### src/rtl/mem_arb_pkg.sv
// Shared types and constants for the instruction/data memory port arbiter.
package mem_arb_pkg;

    typedef enum logic [1:0] {
        IDLE   = 2'd0,
        BUSY_I = 2'd1,
        BUSY_D = 2'd2
    } arb_state_e;

    // Access size encoding, identical to the control unit's memword field.
    localparam logic [1:0] SZ_B = 2'b00;
    localparam logic [1:0] SZ_H = 2'b01;
    localparam logic [1:0] SZ_W = 2'b10;
    localparam logic [1:0] SZ_D = 2'b11;

    typedef enum logic {
        SIDE_I = 1'b0,
        SIDE_D = 1'b1
    } side_e;

    // Side that wins the first tie after reset in round-robin mode.
    localparam side_e RR_RESET_SIDE = SIDE_D;

    // Number of bytes moved by an access of the given size.
    function automatic logic [3:0] size_bytes(input logic [1:0] sz);
        case (sz)
            SZ_B:    size_bytes = 4'd1;
            SZ_H:    size_bytes = 4'd2;
            SZ_W:    size_bytes = 4'd4;
            default: size_bytes = 4'd8;
        endcase
    endfunction

endpackage

### src/rtl/arb_timeout_timer.sv
// Saturating busy-cycle counter; expire flags the last cycle a transaction may
// wait for its acknowledge. TIMEOUT = 0 disables expiry entirely.
module arb_timeout_timer #(
    parameter int TIMEOUT = 255
) (
    input  logic clk,
    input  logic rst,
    input  logic clr,
    input  logic en,
    output logic expire
);

    localparam int CW    = (TIMEOUT > 1) ? $clog2(TIMEOUT) : 1;
    localparam int LIMIT = (TIMEOUT > 0) ? TIMEOUT - 1 : 0;

    logic [CW-1:0] cnt;

    // Count busy cycles, holding at all-ones rather than wrapping.
    always_ff @(posedge clk) begin
        if (rst) begin
            cnt <= '0;
        end else if (clr) begin
            cnt <= '0;
        end else if (en && (cnt != '1)) begin
            cnt <= cnt + CW'(1);
        end
    end

    generate
        if (TIMEOUT == 0) begin : g_no_timeout
            assign expire = 1'b0;
        end else begin : g_timeout
            assign expire = (cnt == CW'(LIMIT));
        end
    endgenerate

endmodule

### src/rtl/mem_port_arbiter.sv
// Arbitrates one unified memory port between instruction fetch and data
// access, one outstanding request per side, with timeout abort.
//
// state  | meaning
// IDLE   | no transaction in flight; picks a winner among eligible requests
// BUSY_I | fetch in flight; waiting for m_ack or timeout
// BUSY_D | data access in flight; waiting for m_ack or timeout
import mem_arb_pkg::*;

module mem_port_arbiter #(
    parameter int AW        = 64,
    parameter int DW        = 64,
    parameter int PRIO_DATA = 1,
    parameter int TIMEOUT   = 255
) (
    input  logic          clk,
    input  logic          rst,
    input  logic          i_req,
    input  logic [AW-1:0] i_addr,
    output logic          i_gnt,
    output logic          i_rvalid,
    output logic [DW-1:0] i_rdata,
    output logic          i_err,
    input  logic          d_req,
    input  logic [AW-1:0] d_addr,
    input  logic          d_we,
    input  logic [DW-1:0] d_wdata,
    input  logic [1:0]    d_size,
    output logic          d_gnt,
    output logic          d_rvalid,
    output logic [DW-1:0] d_rdata,
    output logic          d_err,
    output logic          m_req,
    output logic [AW-1:0] m_addr,
    output logic          m_we,
    output logic [DW-1:0] m_wdata,
    output logic [1:0]    m_size,
    input  logic          m_ack,
    input  logic [DW-1:0] m_rdata
);

    arb_state_e    state_q, state_d;
    side_e         rr_q, rr_d;
    logic          m_req_d, m_we_d;
    logic [AW-1:0] m_addr_d;
    logic [DW-1:0] m_wdata_d, i_rdata_d, d_rdata_d;
    logic [1:0]    m_size_d;
    logic          i_gnt_d, d_gnt_d, i_rvalid_d, d_rvalid_d, i_err_d, d_err_d;
    logic          tmr_clr, tmr_en, tmr_expire;
    logic          i_elig, d_elig, pick_d;

    // A side completing this cycle is masked so it is not granted again on a stale req.
    assign i_elig = i_req && !i_rvalid;
    assign d_elig = d_req && !d_rvalid;
    assign pick_d = d_elig && (!i_elig || (PRIO_DATA != 0) || (rr_q == SIDE_D));

    arb_timeout_timer #(.TIMEOUT(TIMEOUT)) u_timer (
        .clk    (clk),
        .rst    (rst),
        .clr    (tmr_clr),
        .en     (tmr_en),
        .expire (tmr_expire)
    );

    // Next-state and next-output logic; unspecified outputs hold, strobes default low.
    always_comb begin
        state_d    = state_q;
        rr_d       = rr_q;
        m_req_d    = m_req;
        m_addr_d   = m_addr;
        m_we_d     = m_we;
        m_wdata_d  = m_wdata;
        m_size_d   = m_size;
        i_gnt_d    = 1'b0;
        d_gnt_d    = 1'b0;
        i_rvalid_d = 1'b0;
        d_rvalid_d = 1'b0;
        i_rdata_d  = i_rdata;
        d_rdata_d  = d_rdata;
        i_err_d    = i_err;
        d_err_d    = d_err;
        tmr_clr    = 1'b0;
        tmr_en     = 1'b0;
        case (state_q)
            IDLE: begin
                if (i_elig || d_elig) begin
                    tmr_clr = 1'b1;
                    m_req_d = 1'b1;
                    if (pick_d) begin
                        state_d   = BUSY_D;
                        m_addr_d  = d_addr;
                        m_we_d    = d_we;
                        m_wdata_d = d_wdata;
                        m_size_d  = d_size;
                        d_gnt_d   = 1'b1;
                    end else begin
                        state_d   = BUSY_I;
                        m_addr_d  = i_addr;
                        m_we_d    = 1'b0;
                        m_wdata_d = '0;
                        m_size_d  = SZ_D;
                        i_gnt_d   = 1'b1;
                    end
                    if (i_elig && d_elig && (PRIO_DATA == 0)) begin
                        if (pick_d) rr_d = SIDE_I;
                        else        rr_d = SIDE_D;
                    end
                end
            end
            BUSY_I: begin
                if (m_ack) begin
                    state_d    = IDLE;
                    m_req_d    = 1'b0;
                    i_rvalid_d = 1'b1;
                    i_err_d    = 1'b0;
                    i_rdata_d  = m_rdata;
                end else if (tmr_expire) begin
                    state_d    = IDLE;
                    m_req_d    = 1'b0;
                    i_rvalid_d = 1'b1;
                    i_err_d    = 1'b1;
                    i_rdata_d  = '0;
                end else begin
                    tmr_en = 1'b1;
                end
            end
            BUSY_D: begin
                if (m_ack) begin
                    state_d    = IDLE;
                    m_req_d    = 1'b0;
                    d_rvalid_d = 1'b1;
                    d_err_d    = 1'b0;
                    d_rdata_d  = m_we ? '0 : m_rdata;
                end else if (tmr_expire) begin
                    state_d    = IDLE;
                    m_req_d    = 1'b0;
                    d_rvalid_d = 1'b1;
                    d_err_d    = 1'b1;
                    d_rdata_d  = '0;
                end else begin
                    tmr_en = 1'b1;
                end
            end
            default: begin
                state_d = IDLE;
                m_req_d = 1'b0;
            end
        endcase
    end

    // State, pointer and all outputs are registered; reset drops any in-flight transaction.
    always_ff @(posedge clk) begin
        if (rst) begin
            state_q  <= IDLE;
            rr_q     <= RR_RESET_SIDE;
            m_req    <= 1'b0;
            m_addr   <= '0;
            m_we     <= 1'b0;
            m_wdata  <= '0;
            m_size   <= '0;
            i_gnt    <= 1'b0;
            d_gnt    <= 1'b0;
            i_rvalid <= 1'b0;
            d_rvalid <= 1'b0;
            i_rdata  <= '0;
            d_rdata  <= '0;
            i_err    <= 1'b0;
            d_err    <= 1'b0;
        end else begin
            state_q  <= state_d;
            rr_q     <= rr_d;
            m_req    <= m_req_d;
            m_addr   <= m_addr_d;
            m_we     <= m_we_d;
            m_wdata  <= m_wdata_d;
            m_size   <= m_size_d;
            i_gnt    <= i_gnt_d;
            d_gnt    <= d_gnt_d;
            i_rvalid <= i_rvalid_d;
            d_rvalid <= d_rvalid_d;
            i_rdata  <= i_rdata_d;
            d_rdata  <= d_rdata_d;
            i_err    <= i_err_d;
            d_err    <= d_err_d;
        end
    end

endmodule
### config.mk
export PLATFORM = sky130hd
export DESIGN_NAME = mem_port_arbiter
export DESIGN_NICKNAME = d
export VERILOG_FILES = /design/src/rtl/mem_arb_pkg.sv /design/src/rtl/arb_timeout_timer.sv /design/src/rtl/mem_port_arbiter.sv
export SDC_FILE = /design/constraint.sdc
export NUM_CORES = 1
export LEC_CHECK = 0
export CAP_MARGIN = 20
export CORE_AREA = 2 2 207 209
export DETAILED_ROUTE_END_ITERATION = 6
export DIE_AREA = 0 0 209 211
export PLACE_DENSITY = 0.52
export SYNTH_ARGS = -nofsm -noshare
export SYNTH_HDL_FRONTEND = slang
export SYNTH_SLANG_ARGS = --single-unit
### constraint.sdc
create_clock -name clk -period 2.15 [get_ports clk]
set_input_delay 0.215 -clock clk [delete_from_list [all_inputs] [get_ports clk]]
set_output_delay 0.215 -clock clk [all_outputs]
set_load 0.005 [all_outputs]
==> results.sh <==
export IMPL_maxSlewViolCount=0
export IMPL_synth_simple_gate_area_share=0.0295
export IMPL_die_h_um=211
export IMPL_cp_slowest_stage_delay_ns=0.36
export IMPL_final_common_cell="clkdlybuf4s50_1"
export IMPL_insertion_delay_ns=0.53
export IMPL_crit_top_cell="buf_12"
export IMPL_crit_family="buffers and inverters"
export IMPL_worstPathRequired_ns=2.55
export IMPL_syn_area_per_cell_um2=11.4
export IMPL_synth_warnings=0
export IMPL_avgRoutedWirePerCell_um=19.4
export IMPL_synth_flop_cell="dfxtp_1"
export IMPL_cts_htree_levels=2
export IMPL_clock_sinks=276
export IMPL_synth_async_sr_flop_share=0
export IMPL_max_slew_margin_rel=0.683
export IMPL_worstMarginPinSlew_ns=0.475
export IMPL_synthMuxAreaShare=0.00216
export IMPL_fin_ws_ns=0.259
export IMPL_fin_area_um2=16400
export IMPL_synth_seq_cells=276
export IMPL_hold_viol=0
export IMPL_fin_crit_ns=1.89
export IMPL_drtAntennaViolNets=0
export IMPL_drtIter0Drc=478
export IMPL_wl_mm=37.0
export IMPL_r2r_cells=8
export IMPL_core_rowCount=75
export IMPL_fp_dieW_um=209
export IMPL_fin_util=0.394
export IMPL_grt_pass1_vias=8573
export IMPL_place_gp_congestion=0.820
export IMPL_reg2reg_from="state_q[0]"
export IMPL_diodes=0
export IMPL_ff_latch_area_um2=5530
export IMPL_leakagePower_nw=6.14
export IMPL_final_setup_viol_count=0
export IMPL_setup_worst_path_start_class="flop"
export IMPL_cts_root_buf="clkbuf_16"
export IMPL_synth_cell_types=43
export IMPL_cp_depth=8
export IMPL_finClkSkew_ns=0.00811
export IMPL_avgViaCountPerCell=4.45
export IMPL_fin_nets=1612
export IMPL_final_cell_mix="clkdlybuf4s50_1, dfxtp_1, a22o_1"
export IMPL_ctsResizeCount=0
export IMPL_drc_errors=0
export IMPL_setup_tns_ns=0
export IMPL_arrival_ns=2.29
export IMPL_worstSetupEndpointType="flop"
export IMPL_hold_path_class="in2reg"
export IMPL_cts_hold_buf=0
export IMPL_worst_hold_slack_ns=0.280
export IMPL_cp_endpoint="m_addr[61]"
export IMPL_drive_gt1_frac=0.0666
export IMPL_irDropWorstVdd_uv=386
export IMPL_grt_use_total=0.162
export IMPL_path_cells="inv_1, ha_1, nand2b_1, nor3b_4, buf_12, buf_12, a22oi_1, o21ai_1"
export IMPL_power_density_nw_per_um2=842
export IMPL_grt_start_max_net_pins=64
export IMPL_seq_area_frac_synth=0.595
export IMPL_overflow=0
export IMPL_num_vias=8490
export IMPL_rsz0062_at_grt="no"
export IMPL_coreArea_um2=41800
export IMPL_synth_xor_area_share=0.00283
export IMPL_nFillCells=4113
export IMPL_grt_pass1_wl_mm=54.3
export IMPL_cts_buffers=35
export IMPL_cts_clk_slew_worst_paths_ns=0.06
export IMPL_cp_slowest_cell="dfxtp_1"
export IMPL_syn_nets=1082
export IMPL_synthAdderAreaFrac=0.00674
export IMPL_period_share=0.879
export IMPL_reg2reg_slack_ns=0.26
export IMPL_cap_violations=0
export IMPL_cts_post_setup_buffers_inserted=0
export IMPL_port_buffers=529
export IMPL_synth_compound_area_frac=0.290
export IMPL_die_area_um2=44100
export IMPL_multi_input_area_um2=3100
export IMPL_cts_tree="done"
export IMPL_syn_inst=813
export IMPL_outcome="finished clean"
export IMPL_cts_path_max_buffers=3
export IMPL_place_area_um2=15300
export IMPL_reg2reg_to="m_addr[61]"
export IMPL_dpl_hpwl_mm=27.7
export IMPL_ioPinCount=530
export IMPL_worstPathMaxFanout=27
export IMPL_criticalPathCategory="reg2reg"
export IMPL_synth_edf_count=0
export IMPL_antenna_found_initial=1
export IMPL_start_util=0.222
export IMPL_drtPass1Iterations=5
export IMPL_area_delta_synth_final_pct=77.0
export IMPL_pre_cts_slack_ns=0.114
export IMPL_path_buf_inv=3
export IMPL_startpoint="state_q[0]"
export IMPL_syn_area_um2=9290
export IMPL_max_freq_ghz=0.529
export IMPL_synth_top_family_by_area="compound AO/OA/AOI/OAI gates"
==> power by group <==
| part | leakage [nW] | internal, mW | switching, mW |
|---|---|---|---|
| Sequential | 2.25 | 5.47 | 0.203 |
| Combinational | 3.32 | 1.35 | 0.839 |
| Clock | 0.571 | 3.72 | 2.26 |
| Total | 6.14 | 10.5 | 3.30 |
==> state kept, by name, summed over array words and instances, names as in the netlist, 2 cells and up <==
name / flops
state_q: 2
d_rdata: 64
u_timer.cnt: 8
m_size: 2
i_rdata: 64
m_addr: 64
m_wdata: 64
==> Yosys cell counts (all sizes together) (2+ instances only) <==
cell type	number	area (um^2)
nor2	17	66.3
clkbuf	13	50.0
nand2	8	30.0
inv	69	259
a32o	2	20.0
ha	5	62.6
mux2i	2	20.0
a211oi	8	60.1
buf	52	374
nand3	3	15.0
a22o	191	1670
and2	2	12.5
nor3	4	20.0
a22oi	64	480
and3	2	12.5
dfxtp	276	5530
o21ai	65	325
a21oi	6	52.6
nand2b	3	18.8
xnor2	3	26.3
and2b	2	15.0
==> area by class of cell <==
class	instances	area share
repair buffers	558	0.348
flip-flops and latches	276	0.336
multi-input cells	403	0.189
clock buffers	54	0.0639
well taps	539	0.0410
inverters	69	0.0158
clock inverters	7	0.00715
==> metal layers <==
layer | share of wire | track usage | vias up
met5 | 0.00035 | 0 | -
li1 | - | - | 4074
met4 | 0.027 | 0.0537 | 2
met2 | 0.48 | 0.274 | 376
met1 | 0.41 | 0.194 | 3983
met3 | 0.080 | 0.0532 | 55
==> cell families after synthesis <==
| group | count (synthesis) |
|---|---|
| xor gates and xnor gates | 3 |
| DFF | 276 |
| muxes | 2 |
| AOI/OAI and AO/OA | 343 |
| adders and majority gates | 5 |
| and+or+nand+nor | 50 |
| buffers and inverters | 134 |
==> stage by stage <==
step,power [mW],cells
after detailed placement,8.00,1845
after global routing,14.5,1906
final,13.8,1906
after CTS,14.1,1906
after floorplan,6.45,813
after global placement,8.00,1845
==> worst min path at each step <==
stage,depth (start not counted),endpoint,start
after floorplan,1,i_err,m_ack
after global placement,2,m_addr[24],m_addr[24]
after detailed placement,1,i_rdata[21],i_rdata[21]
after CTS,2,m_wdata[48],d_wdata[48]
after global routing,2,m_wdata[48],d_wdata[48]
final,2,m_wdata[31],d_wdata[31]
Note: power is estimated with default switching activity, not from simulation.
